**config.mk**
```make
export PLATFORM = sky130hd
export DESIGN_NAME = ladybird_uart_bus_master
export DESIGN_NICKNAME = d
export VERILOG_FILES = /design/src/rtl/ladybird_uart_bus_master.sv
export SDC_FILE = /design/constraint.sdc
export NUM_CORES = 1
export LEC_CHECK = 0
export CAP_MARGIN = 40
export CORE_ASPECT_RATIO = 0.8
export CORE_MARGIN = 4
export CORE_UTILIZATION = 58
export CTS_BUF_LIST = sky130_fd_sc_hd__clkbuf_2
export DETAILED_ROUTE_END_ITERATION = 12
export GPL_TIMING_DRIVEN = 0
export PLACE_DENSITY = 0.89
export SETUP_SLACK_MARGIN = 0.4
export SLEW_MARGIN = 20
export SYNTH_ARGS = -nofsm -noshare
export SYNTH_HDL_FRONTEND = slang
export SYNTH_SLANG_ARGS = --single-unit
```
**constraint.sdc**
```tcl
create_clock -name clk -period 8.2 [get_ports clk]
set_input_delay 0.82 -clock clk [delete_from_list [all_inputs] [get_ports clk]]
set_output_delay 0.82 -clock clk [all_outputs]
set_load 0.1 [all_outputs]
```
**src/rtl/ladybird_uart_bus_master.sv**
```systemverilog
// ladybird_uart_bus_master
//   Host-side loader/debug bridge. Parses a byte stream from the UART receive
//   side into word-wide bus transactions and returns replies on the UART
//   transmit side.
//
//   Command format (little-endian, NB = XLEN/8):
//     'W' (0x57) + NB addr bytes + NB data bytes -> write, reply 0x06
//     'R' (0x52) + NB addr bytes                 -> read,  reply NB rdata bytes
//     anything else                              -> reply 0x15
//
// Ports:
//   clk, arst            clock, asynchronous active-high reset
//   rx_data/valid/ready  command byte stream in
//   tx_data/valid/ready  reply byte stream out
//   req/gnt              bus request handshake (initiator side)
//   addr/wstrb/wdata     bus request payload; wstrb all ones = write, 0 = read
//   rdata/data_gnt       read data return
//   busy                 high whenever not idle
module ladybird_uart_bus_master #(
    parameter int          XLEN    = 32,
    parameter logic [23:0] TIMEOUT = 24'd1000000
) (
    input  logic              clk,
    input  logic              arst,
    input  logic [7:0]        rx_data,
    input  logic              rx_valid,
    output logic              rx_ready,
    output logic [7:0]        tx_data,
    output logic              tx_valid,
    input  logic              tx_ready,
    output logic              req,
    input  logic              gnt,
    output logic [XLEN-1:0]   addr,
    output logic [XLEN/8-1:0] wstrb,
    output logic [XLEN-1:0]   wdata,
    input  logic [XLEN-1:0]   rdata,
    input  logic              data_gnt,
    output logic              busy
);

    localparam int            NB   = XLEN / 8;
    localparam int            CW   = $clog2(NB) + 1;
    localparam logic [CW-1:0] LAST = CW'(NB - 1);

    localparam logic [7:0] CMD_W = 8'h57;
    localparam logic [7:0] CMD_R = 8'h52;
    localparam logic [7:0] ACK   = 8'h06;
    localparam logic [7:0] NAK   = 8'h15;

    typedef enum logic [2:0] {
        S_IDLE,
        S_ADDR,
        S_DATA,
        S_BUS_REQ,
        S_BUS_WAIT,
        S_RESP
    } state_t;

    state_t          state;
    logic [CW-1:0]   byte_cnt;
    logic [23:0]     tmo_cnt;
    logic [XLEN-1:0] rsp_sr;
    logic            is_wr;
    logic            rsp_one;   // reply is a single ACK/NAK byte

    logic            rx_fire;
    logic            tx_fire;
    logic            tmo_hit;
    logic [XLEN-1:0] rx_shift_addr;
    logic [XLEN-1:0] rx_shift_data;
    logic [XLEN-1:0] rsp_next;

    assign rx_fire = rx_valid & rx_ready;
    assign tx_fire = tx_valid & tx_ready;

    // Fires on the idle cycle that would make the count reach TIMEOUT.
    assign tmo_hit = (TIMEOUT != 24'd0) && (tmo_cnt >= TIMEOUT - 24'd1);

    // Little-endian fields: each new byte enters at the top and earlier bytes
    // move down, so the first byte received ends up in bits [7:0].
    assign rx_shift_addr = (addr  >> 8) | (XLEN'(rx_data) << (XLEN - 8));
    assign rx_shift_data = (wdata >> 8) | (XLEN'(rx_data) << (XLEN - 8));
    assign rsp_next      = rsp_sr >> 8;

    always_ff @(posedge clk or posedge arst) begin
        if (arst) begin
            state    <= S_IDLE;
            byte_cnt <= '0;
            tmo_cnt  <= '0;
            rsp_sr   <= '0;
            is_wr    <= 1'b0;
            rsp_one  <= 1'b0;
            rx_ready <= 1'b0;
            tx_data  <= '0;
            tx_valid <= 1'b0;
            req      <= 1'b0;
            addr     <= '0;
            wstrb    <= '0;
            wdata    <= '0;
            busy     <= 1'b0;
        end else begin
            case (state)
                S_IDLE: begin
                    rx_ready <= 1'b1;
                    byte_cnt <= '0;
                    tmo_cnt  <= '0;
                    if (rx_fire) begin
                        busy <= 1'b1;
                        if (rx_data == CMD_W || rx_data == CMD_R) begin
                            is_wr <= (rx_data == CMD_W);
                            state <= S_ADDR;
                        end else begin
                            rx_ready <= 1'b0;
                            tx_valid <= 1'b1;
                            tx_data  <= NAK;
                            rsp_one  <= 1'b1;
                            state    <= S_RESP;
                        end
                    end
                end

                S_ADDR: begin
                    if (rx_fire) begin
                        tmo_cnt <= '0;
                        addr    <= rx_shift_addr;
                        if (byte_cnt == LAST) begin
                            byte_cnt <= '0;
                            if (is_wr) begin
                                state <= S_DATA;
                            end else begin
                                rx_ready <= 1'b0;
                                req      <= 1'b1;
                                wstrb    <= '0;
                                state    <= S_BUS_REQ;
                            end
                        end else begin
                            byte_cnt <= byte_cnt + CW'(1);
                        end
                    end else if (tmo_hit) begin
                        byte_cnt <= '0;
                        tmo_cnt  <= '0;
                        busy     <= 1'b0;
                        state    <= S_IDLE;
                    end else if (tmo_cnt != '1) begin
                        tmo_cnt <= tmo_cnt + 24'd1;
                    end
                end

                S_DATA: begin
                    if (rx_fire) begin
                        tmo_cnt <= '0;
                        wdata   <= rx_shift_data;
                        if (byte_cnt == LAST) begin
                            byte_cnt <= '0;
                            rx_ready <= 1'b0;
                            req      <= 1'b1;
                            wstrb    <= '1;
                            state    <= S_BUS_REQ;
                        end else begin
                            byte_cnt <= byte_cnt + CW'(1);
                        end
                    end else if (tmo_hit) begin
                        byte_cnt <= '0;
                        tmo_cnt  <= '0;
                        busy     <= 1'b0;
                        state    <= S_IDLE;
                    end else if (tmo_cnt != '1) begin
                        tmo_cnt <= tmo_cnt + 24'd1;
                    end
                end

                S_BUS_REQ: begin
                    tmo_cnt <= '0;
                    // req and payload hold until accepted; never withdrawn.
                    if (gnt) begin
                        req      <= 1'b0;
                        wstrb    <= '0;
                        byte_cnt <= '0;
                        if (is_wr) begin
                            tx_valid <= 1'b1;
                            tx_data  <= ACK;
                            rsp_one  <= 1'b1;
                            state    <= S_RESP;
                        end else if (data_gnt) begin
                            // Grant and data in the same cycle: skip the wait.
                            rsp_sr   <= rdata;
                            tx_valid <= 1'b1;
                            tx_data  <= rdata[7:0];
                            rsp_one  <= 1'b0;
                            state    <= S_RESP;
                        end else begin
                            state <= S_BUS_WAIT;
                        end
                    end
                end

                S_BUS_WAIT: begin
                    tmo_cnt <= '0;
                    if (data_gnt) begin
                        byte_cnt <= '0;
                        rsp_sr   <= rdata;
                        tx_valid <= 1'b1;
                        tx_data  <= rdata[7:0];
                        rsp_one  <= 1'b0;
                        state    <= S_RESP;
                    end
                end

                S_RESP: begin
                    tmo_cnt <= '0;
                    if (tx_fire) begin
                        if (rsp_one || byte_cnt == LAST) begin
                            byte_cnt <= '0;
                            tx_valid <= 1'b0;
                            busy     <= 1'b0;
                            rx_ready <= 1'b1;
                            state    <= S_IDLE;
                        end else begin
                            byte_cnt <= byte_cnt + CW'(1);
                            rsp_sr   <= rsp_next;
                            tx_data  <= rsp_next[7:0];
                        end
                    end
                end

                default: begin
                    req      <= 1'b0;
                    tx_valid <= 1'b0;
                    busy     <= 1'b0;
                    rx_ready <= 1'b0;
                    state    <= S_IDLE;
                end
            endcase
        end
    end

endmodule

```
# Word level (Yosys, flattened, before mapping)
# Cells that the tools add are included.
# op_classes
n_addsub,2
n_lt_le_gt_ge,1
eq_ne,28
mux,81
bitwise,7
n_reduce_logical,27
# ops
op,n
two-way mux 32 bit,5
one-hot mux 32 bit (3 select lines),1
two-way mux 24 bit,3
bitwise OR 24 x 32 -> 32 bit,2
two-way mux 8 bit,7
two-way mux 3 bit,18
one-hot mux 24 bit (2 select lines),1
one-hot mux 8 bit (4 select lines),1
two-way mux 1 bit,31
"inequality test 2 bit, second input constant",14
"adder 24 x 1 -> 24 bit, second input constant",1
"greater-or-equal comparator 24 x 20 -> 1 bit, second input constant",1
two-way mux 4 bit,6
"inequality test 24 bit, second input constant",1
AND reduction 7 bit,3
one-hot mux 3 bit (6 select lines),1
AND reduction 6 bit,3
"== test 8 x 7 -> 1 bit, second input constant",2
one-hot mux 3 bit (5 select lines),1
one-hot mux 4 bit (3 select lines),1
one-hot mux 1 bit (5 select lines),2
AND reduction 5 bit,2
"== test 3 x 2 -> 1 bit, second input constant",3
nonzero test 3 bit,3
other kinds (23),33
# totals
ff_bits,144
out_inout_bits,80
word_cells,160

# Depth between registers and ports, before layout
# Gate-level depths: netlist of run 1.
# depth
depth_word,5
mapped_depth,9
mapped_depth_nobuf,8

# Least setup slack after synthesis of run 1
# OpenSTA, ideal clock, no wires.
# synth_timing
path_kind,flip-flop to flip-flop
start,register rx_ready
end,register addr[0]
t_arrival_ns,2.345
slack_ns,5.726
path_stages_with_launch,7
cell_sequence,dfrtp_1 > and2_1 > buf_2 > and3_1 > buf_2 > buf_2 > mux2_1
# synth_between
elab_chain_len,2
# synth_lines
item,line_no,rtl
start: declaration,27,"output logic rx_ready,"
start signal: assignment,93,rx_ready <= 1'b0;
start signal: assignment,104,rx_ready <= 1'b1;
start signal: assignment,113,rx_ready <= 1'b0;
bitwise AND 1 bit,73,assign rx_fire = rx_valid & rx_ready;
AND reduction 2 bit (no source line),n/a,
end signal: assignment,125,addr <= rx_shift_addr;
end: declaration,33,"output logic [XLEN-1:0] addr,"
# No other way between the ends.
# A chain may end at the register's enable or synchronous reset.

==> flow_summary.toml, run 1 <==
[yosys]
syn-cell-area_um2 = 6270
synth_largest_area_cell = "dfrtp_1"
synth_edf_count = 0
synth_ff_type = "dfrtp_1"
yosysWarnings = 0
synthMuxAreaShare_pct = 7.52
yosysTopAreaCellShare_pct = 53.1
synth_simple_gate_area_share_pct = 19.7
synthXorXnorAreaFrac_pct = 2.51
synth_nets = 668
synth_compound_area_share_pct = 12.3
synthTopCellsByArea = "dfrtp_1 53%, nand2_1 7.7%, mux2_1 5.0%"
synth_cell_types = 63
synthTopCellsByCount = "133 x dfrtp_1, 128 x nand2_1, 47 x nor2_1"
yosysMostFrequentCell = "dfrtp_1"
async_reset_ff_share_pct = 100
synthCells = 618
ys_seq_elements = 133
synthAdderAreaFrac_pct = 0.798
seq_area_frac_synth_pct = 53.1
avgSynthCellArea_um2 = 10.2
synth_top_family_by_area = "simple AND/OR/NAND/NOR gates"

[power]
swShare_pct = 52.5
p_comb_share_pct = 65.6
p_int_mw = 2.02
clockPowerShare_pct = 9.9
switchingPower_mw = 2.24
power_density_nw_per_um2 = 455
p_leak_nw = 4.23
pwr-share-seq_pct = 24.5
irDropWorstVdd_mv = 0.483

[timing]
skew_ps = 52.4
finalHoldViolCount = 0
setup_tns_ps = 0
fmax_mhz = 337
rsz0062_at_grt = "no"
tightest_slew_ps = 656
slew_viol_final = 0
slew_headroom_pct = 55.8
fin_crit_ps = 2970
finalSetupViolCount = 0
period_share_pct = 36.2

[clocking]
cts_hold_buf = 0
cts_sinks = 133
ctsRootBufferMaster = "clkbuf_2"
cts_max_level = 4
cts_buffer_depth = 2
numCtsBuffers = 17
cts_tree = "done"
clk_latency_ps = 740
clkTransAtPathRegs_ps = 240
post_cts_buffers = 0
cts_resized = 0

[cells_and_area]
syn_to_final_growth_pct = 49.2
final_nets = 893
layout-drive-gt1-share_pct = 21.4
n_fill_cell = 414
fin_util_pct = 89.9

[routing]
wire_per_inst_um = 22.6
vias = 6212
drt-pass1-iter-count = 10
wl_um = 22600
ant_nets = 0
drt-initial-drc-count = 807
via_per_inst = 6.22
drc_errors = 0

[global_route]
grt-ovfl-total = 0
grt_pass1_wl_um = 35700
grt_pass1_vias = 6604
use_met1_pct = 40.0
grtUsageMet3_pct = 7.63
grt_max_degree = 114
track_usage_pct = 36.8
antenna_found_initial = 2
top_usage_layer = "met2"
grt_use_met2_pct = 65.4

[worst_setup_path]
worstSetupPathType = "reg2out"
worst_setup_path_end_kind = "output port"
worstPathMaxFanout = 6
r2r_start = "byte_cnt[1]"
crit_arrival_ps = 2150
startpoint_type = "flop"
worstPathRequired_ps = 7380
cp-startpoint = "wstrb[2]"

[die]
num_rows = 33
fp.dieH_um = 101
dieArea_um2 = 12600
core-area_um2 = 10400
start_util_pct = 60.3
die_w_um = 124
ioPinCount = 126

[placement]
dp_hpwl_um = 16200
gp_congestion = 0.896
numPortBuffers = 125

[worst_hold_path]
min_path_type = "in2async"

[status]
status = "completed"

[flow_run]
drv_cap = 0
-- per-layer routing --
metal / share of wire, % / up-vias / wire (um)
li1: - / 2608 / -
met1: 33 / 2932 / 7520
met2: 50 / 505 / 11300
met3: 8.2 / 167 / 1850
met4: 8.4 / 0 / 1900
met5: 0 / - / 0
-- sequential cells by signal, indices dropped and copies added, names as in the netlist --
name      flops
busy          1
req           1
byte_cnt      3
rsp_one       1
state         3
wstrb         1
is_wr         1
wdata        32
tmo_cnt      24
rsp_sr       24
rx_ready      1
tx_valid      1
tx_data       8
addr         32
-- power by group through the flow --
stage | Sequential [mW] | Combinational, mW | Clock, mW
6_report | 1.04 | 2.79 | 0.420
5_1_grt | 1.06 | 2.90 | 0.443
2_1_floorplan | 1.87 | 0.806 | 0
4_1_cts | 1.03 | 2.77 | 0.414
3_3_place_gp | 1.01 | 2.16 | 0
3_5_place_dp | 1.04 | 2.74 | 0
-- metrics by stage --
stage	setup WS (ps)	hold WS [ps]	cell area (um2)	power, mW	instances
after floorplan	3830	450	6270	2.68	618
after global placement	2220	457	7700	3.17	883
after detailed placement	5050	467	9110	3.78	964
after CTS	5230	379	9350	4.22	996
after global routing	5170	366	9360	4.40	998
final	5230	368	9360	4.26	998
-- cell usage in the layout, fill, tap and decap left out, types with 11 or more instances in the layout --
cell	Yosys	routed
inv_1	14	13
a22o_1	12	12
nor2_2	20	20
clkbuf_1	11	11
xor2_1	14	14
mux2_1	28	28
buf_8	0	66
clkdlybuf4s50_1	0	125
buf_16	0	15
o21ai_1	14	14
buf_2	13	13
dfrtp_1	133	133
mux2_2	13	13
nand3_1	18	18
a31oi_1	20	20
clkbuf_2	0	18
nand2_1	128	128
nor2_1	47	47
a21oi_1	22	22
-- final timing paths --
path	end	slack (ps)	depth (start not counted)
setup / recovery	wstrb[1]	5230	3
hold / removal	wdata[3]	370	2
setup reg to reg	rx_ready	5790	8
hold reg to reg	byte_cnt[0]	510	1
max in group asynchronous	tx_data[0]	7030	3
min in group clk	byte_cnt[0]	510	1
-- cell type report --
cell class	instances	area, um2	share of cell area, %
Tap cell	140	175	1.87
Sequential cell	133	3330	35.6
Multi-Input combinational cell	434	2690	28.7
Clock buffer	18	90.1	0.963
Clock inverter	14	153	1.63
Inverter	16	67.6	0.722
Timing Repair Buffer	206	2660	28.4
Buffer	35	196	2.10
Antenna cell	2	5.00	0.0535
-- cells by family after synthesis --
logic type      Yosys count
compound gates          108
xor+xnor                 18
fa+ha+maj                 4
buf+inv                  51
flops                   133
mux                      42
simple gates            262
-- worst max-delay path, stage by stage (launching register included) --
cell	delay (ps)
dfrtp_1	530
buf_4	160
clkdlybuf4s50_1	530
buf_8	210
Power figures use the tool's default switching activity.
==> inputs of run 2 (changes only) <==
- CORE_UTILIZATION: 58 -> 48
- PLACE_DENSITY: 0.89 -> 0.78
- clock period: 8.2 -> 2.65 ns (I/O delays scaled with it)
==> flow_summary.toml, run 2 (synthesis gave the netlist of run 1 again) <==
[timing]
finalSetupViolCount = 0
slew_viol_final = 0
fmax_mhz = 445
period_share_pct = 84.7
skew_ps = 44.4
tightest_slew_ps = 571
slew_headroom_pct = 61.5
rsz0062_at_grt = "no"
fin_crit_ps = 2240
finalHoldViolCount = 0
fin_hold_ws_ps = 79.3

[global_route]
track_usage_pct = 25.4
grt_max_degree = 37
antenna_found_initial = 0
grt-ovfl-total = 0
grt_pass1_vias = 5852
grt_pass1_wl_um = 29600

[power]
power_density_nw_per_um2 = 1350
p_leak_nw = 4.71
irDropWorstVdd_mv = 1.42

[cells_and_area]
fin_util_pct = 76.4
antennaDiodeCount = 0
seq_area_um2 = 3330
mostFrequentLayoutCells = "128 x nand2_1, 128 x dfrtp_1, 92 x clkdlybuf4s50_1"
top_regs = "addr: 32 flops, wdata: 32 flops"
n_fill_cell = 775
final_nets = 923
multiInputGateArea_um2 = 2720
layout-drive-gt1-share_pct = 26.4
syn_to_final_growth_pct = 56.3

[worst_hold_path]
holdPathEnd = "rsp_sr[11]"
min_from = "rdata[11]"
min_path_type = "in2reg"
min_path_cells = 3

[routing]
drc_errors = 0
drt-initial-drc-count = 531
wl_um = 19800
vias = 5844
via_per_inst = 5.51
drt-pass1-iter-count = 5
wire_per_inst_um = 18.7
ant_nets = 0

[worst_setup_path]
cp_cell_sequence = "clkdlybuf4s50_1 > buf_12"
startpoint_type = "flop"
rr_endpoint = "tx_data[2]"
slowest_delay_ps = 580
crit_arrival_ps = 1980
worstPathRequired_ps = 2380
critPathBufInv = 2
r2r_start = "byte_cnt[1]"
worst_setup_path_end_kind = "output port"
worstPathMaxFanout = 2
reg2regPathDepth = 9
cp-startpoint = "addr[5]"
critPathTopFamily = "buffers and inverters"
worstSetupPathType = "reg2out"
ff2ff_setup_slack_ps = 430
cp_slowest_cell = "clkdlybuf4s50_1"

[clocking]
numCtsBuffers = 17
cts_max_level = 4
cts_buffer_depth = 2
clkTransAtPathRegs_ps = 250
ctsRootBufferMaster = "clkbuf_2"
cts_sinks = 133
cts_tree = "done"
clk_latency_ps = 760

[die]
fp.dieH_um = 110
start_util_pct = 48.9
ioPinCount = 126
core-area_um2 = 12800
die_w_um = 136
num_rows = 37
dieArea_um2 = 15000

[status]
status = "completed"

[placement]
numPortBuffers = 125
gp_congestion = 0.925
dp_hpwl_um = 13900

[flow_run]
drv_cap = 0
## run 2: cell count changes in the layout (fill, tap and decap cells not counted), moves of 5 or more
cell,delta
buf_12,+32
buf_8,-23
clkdlybuf4s50_1,-33
dfrtp_1,-5
dlymetal6s2s_1,+20
buf_16,-6
buf_4,+33
dfrtp_2,+5
## run 2: through the flow
| stage | setup slack, ps | cells | setup TNS, ps | total power [mW] | area (um2) |
|---|---|---|---|---|---|
| 2_1_floorplan | 472 | 618 | 0 | 8.29 | 6280 |
| 3_3_place_gp | -570 | 918 | -51090 | 9.81 | 7750 |
| 3_5_place_dp | 52.3 | 1002 | 0 | 11.5 | 9140 |
| 4_1_cts | 401 | 1037 | 0 | 12.8 | 9420 |
| 5_1_grt | 311 | 1061 | 0 | 13.8 | 9800 |
| 6_report | 405 | 1061 | 0 | 13.3 | 9800 |
## run 2: worst max-delay path by stage
| stage | depth (start not counted) | to | slack, ps |
|---|---|---|---|
| finish | 2 | addr[5] | 410 |
| global route | 2 | addr[5] | 310 |
| CTS | 2 | addr[0] | 400 |
| detailed placement | 7 | addr[3] | 50 |
| global placement | 2 | rx_ready | -570 |
| floorplan | 6 | addr[20] | 470 |
## run 2: routing by layer
layer  track usage (%)  up-vias  wire length (um)
met2              44.2      261             10400
li1                  -     2649                 -
met4              8.85        0               512
met3              6.40       50              1240
met1              31.2     2884              7660
met5                 0        -                 0
## run 2: report_power, final
group / internal [mW] / switching [mW]
clock: 0.513 / 0.797
sequential: 2.68 / 0.519
combinational: 3.37 / 5.39
total: 6.55 / 6.71
## run 2: cell type report
type	instances	share of cell area (%)
flip-flops and latches	133	34.0
repair buffers	236	30.8
multi-input cells	434	27.7
well taps	175	2.23
plain buffers	35	2.11
clock inverters	15	1.65
clock buffers	17	0.868
inverters	16	0.651
## run 2: worst register-to-register path: stages (launching register included)
cell and delay [ps]:
dfrtp_1 450, ha_2 200, ha_1 190, buf_2 180, o31ai_2 220, a21oi_1 130, nor3_2 310, buf_6 180
o21ai_1 70, a22o_1 190
## run 2: what timing repair did
action | 4_1_cts | 5_1_grt
endpoints found under the hold margin | 13 | 1
buffers inserted | 5 | 29
gates resized for setup | 10 | 61
setup endpoints to repair | 31 | 92
hold buffers | 1 | 1
pin swaps | 0 | 4
==> inputs of run 3 (changes only) <==
- clock period: 2.65 -> 1.84 ns (I/O delays scaled with it)
==> flow_summary.toml, run 3 <==
[yosys]
syn-cell-area_um2 = 6270
avgSynthCellArea_um2 = 10.2
ys_seq_elements = 133
seq_area_frac_synth_pct = 53.1
yosysMostFrequentCell = "dfrtp_1"
async_reset_ff_share_pct = 100
synth_cell_types = 63
synth_ff_type = "dfrtp_1"
synthCells = 618
synth_largest_area_cell = "dfrtp_1"
synthTopCellsByCount = "133 x dfrtp_1, 128 x nand2_1, 47 x nor2_1"
synth_nets = 668
yosysTopAreaCellShare_pct = 53.1
yosysWarnings = 0
synth_edf_count = 0
synthTopCellsByArea = "dfrtp_1 53%, nand2_1 7.7%, mux2_1 5.0%"

[clocking]
cts_buffer_depth = 2
ctsRootBufferMaster = "clkbuf_2"
numCtsBuffers = 17
cts_max_level = 4
cts_sinks = 133

[die]
start_util_pct = 48.9
die_w_um = 136
fp.dieH_um = 110
ioPinCount = 126
num_rows = 37

[placement]
dp_hpwl_um = 14600
post_dp_cell_area_um2 = 9370
numPortBuffers = 125
dp.cells = 1002
gp_congestion = 0.907

[timing]
worst-ep-kind = "register input"
postGrtWorstEndpoint = "tmo_cnt[11]$_DFFE_PP0P_/D"

[global_route]
grt_max_degree = 36
grt-ovfl-total = 5
track_usage_pct = 60.7

[status]
error = "[ERROR GRT-0232] Routing congestion too high. Check the congestion heatmap in the GUI."
haltStage = "global routing"
status = "stopped before the end"
[run 3: timing repair]
action                                  in CTS
pin swaps                                   51
endpoints found under the setup margin     213
hold endpoints to repair                    26
gates cloned                                12
resized for setup                          398
setup buffers                              107
hold buffers                                14
[run 3: kinds of logic after synthesis]
logic type      after synthesis  share of synthesized area, %
mux                          42                          7.52
compound gates              108                          12.3
fa+ha+maj                     4                         0.798
simple gates                262                          19.7
buf+inv                      51                          4.09
xor+xnor                     18                          2.51
flops                       133                          53.1
[run 3: per-layer routing]
layer  global-route usage [%]  overflow
met5                     7.99         0
met4                     55.3         3
met3                     38.2         0
met2                     85.0         2
met1                     61.9         0
[run 3: per-stage QoR]
step	util, %	worst slack (ps)
detailed placement	73.1	-357
CTS	87.3	-130
global placement	61.9	-1310
floorplan	-	-138
==> inputs of run 4 (changes only) <==
- CORE_ASPECT_RATIO: 0.8 -> default
- CORE_UTILIZATION: 48 -> 40
- CTS_BUF_LIST: sky130_fd_sc_hd__clkbuf_2 -> default
- PLACE_DENSITY: 0.78 -> default
- PLACE_DENSITY_LB_ADDON: default -> 0.15
- SETUP_SLACK_MARGIN: 0.4 -> default
- clock period: 1.84 -> 2.4 ns (I/O delays scaled with it)
==> flow_summary.toml, run 4 (synthesis gave the netlist of run 1 again) <==
[worst_setup_path]
worst_setup_path_end_kind = "flop"
cp_cell_sequence = "ha_1 > and3_1 > a211oi_1 > o211ai_4 > nor3_4 > a22oi_4 > buf_6 > nor2_2"
startpoint_type = "flop"
cp_slowest_cell = "dfrtp_1"
rr_endpoint = "tmo_cnt[18]"
worstSetupPathType = "reg2reg"
worstPathMaxFanout = 10
crit_arrival_ps = 2570
reg2regPathDepth = 8
slowest_delay_ps = 430
worstPathRequired_ps = 2750
r2r_start = "tmo_cnt[0]"
ff2ff_setup_slack_ps = 180

[status]
status = "completed"

[global_route]
track_usage_pct = 20.5
grt-ovfl-total = 0
antenna_found_initial = 0
grt_max_degree = 36
grt_pass1_wl_um = 29200
grt_pass1_vias = 5612

[clocking]
ctsRootBufferMaster = "clkbuf_16"
clk_latency_ps = 420
cts_hold_buf = 0
cts_buffer_depth = 2
cts_tree = "done"
numCtsBuffers = 17
cts_max_level = 4
cts_sinks = 133
post_cts_buffers = 0
clkTransAtPathRegs_ps = 60
cts_resized = 0

[worst_hold_path]
min_path_type = "in2async"

[placement]
numPortBuffers = 125
dp.cells = 1038
dp_hpwl_um = 13100
gp_congestion = 0.898
pre_cts_ws_ps = -144

[die]
fp.dieH_um = 133
die_w_um = 133
num_rows = 45
dieArea_um2 = 17800
ioPinCount = 126
start_util_pct = 41.1
core-area_um2 = 15300

[power]
p_leak_nw = 4.44
irDropWorstVdd_mv = 1.69
power_density_nw_per_um2 = 1560

[timing]
rsz0062_at_grt = "no"
skew_ps = 10.7
finalWorstSetupSlack_ps = 183
fin_crit_ps = 2220
period_share_pct = 92.4
tightest_slew_ps = 668
slew_viol_final = 0
finalSetupViolCount = 0
slew_headroom_pct = 55.4
fmax_mhz = 451
finalHoldViolCount = 0
fin_hold_ws_ps = 268

[cells_and_area]
antennaDiodeCount = 0
top_regs = "addr: 32 flops, wdata: 32 flops"
mostFrequentLayoutCells = "132 x dfrtp_1, 128 x nand2_1, 125 x clkdlybuf4s50_1"
finalNonFillerCells = 1070
fin_util_pct = 65.2
final_common_cell = "dfrtp_1"
layout-drive-gt1-share_pct = 22.0
final_nets = 896
syn_to_final_growth_pct = 58.6

[flow_run]
drv_cap = 0

[routing]
wire_per_inst_um = 16.4
vias = 5433
ant_nets = 0
wl_um = 17500
drc_errors = 0
via_per_inst = 5.08
drt-initial-drc-count = 297
drt-pass1-iter-count = 4
-- run 4: layer usage --
layer,GRT usage [%],share of wire [%],vias up
met2,35.4,52,140
li1,-,-,2598
met4,8.51,2.5,0
met1,24.9,41,2659
met3,4.68,4.2,36
met5,0,0,-
-- run 4: critical path, delay by kind of cell, from the launching register on --
kind	cells	cell delay (ps)
flops	1	430
compound gates	3	780
simple gates	3	510
fa+ha+maj	1	250
buf+inv	1	180
-- run 4: power by group --
part | switching, mW | internal, mW | leakage (nW) | total, mW
clock network | 1.06 | 1.70 | 0.307 | 2.76
registers | 0.520 | 2.96 | 1.72 | 3.48
logic | 5.73 | 3.53 | 2.42 | 9.26
-- run 4: area by class of cell --
cell class | count | area [um2]
Sequential cell | 133 | 3330
Clock inverter | 14 | 193
Tap cell | 211 | 264
Buffer | 35 | 196
Clock buffer | 18 | 439
Inverter | 16 | 63.8
Multi-Input combinational cell | 434 | 2690
Fill cell | 1163 | 5310
Timing Repair Buffer | 209 | 2770
-- run 4: worst max path at each step --
stage / end / startpoint / depth (start not counted)
after CTS: tmo_cnt[18] / tmo_cnt[0] / 8
final: tmo_cnt[18] / tmo_cnt[0] / 8
after global routing: tmo_cnt[21] / tmo_cnt[0] / 8
after floorplan: state[0] / tx_valid / 6
after detailed placement: addr[21] / rx_valid / 7
after global placement: rx_ready / arst / 2
-- run 4: metrics by stage --
step | cell area, um2 | TNS (ps) | power, mW
6_report | 9950 | 0 | 15.5
3_5_place_dp | 9320 | -1400 | 12.8
5_1_grt | 9950 | 0 | 16.3
4_1_cts | 9950 | 0 | 15.6
2_1_floorplan | 6280 | 0 | 9.16
3_3_place_gp | 7790 | -89500 | 10.9
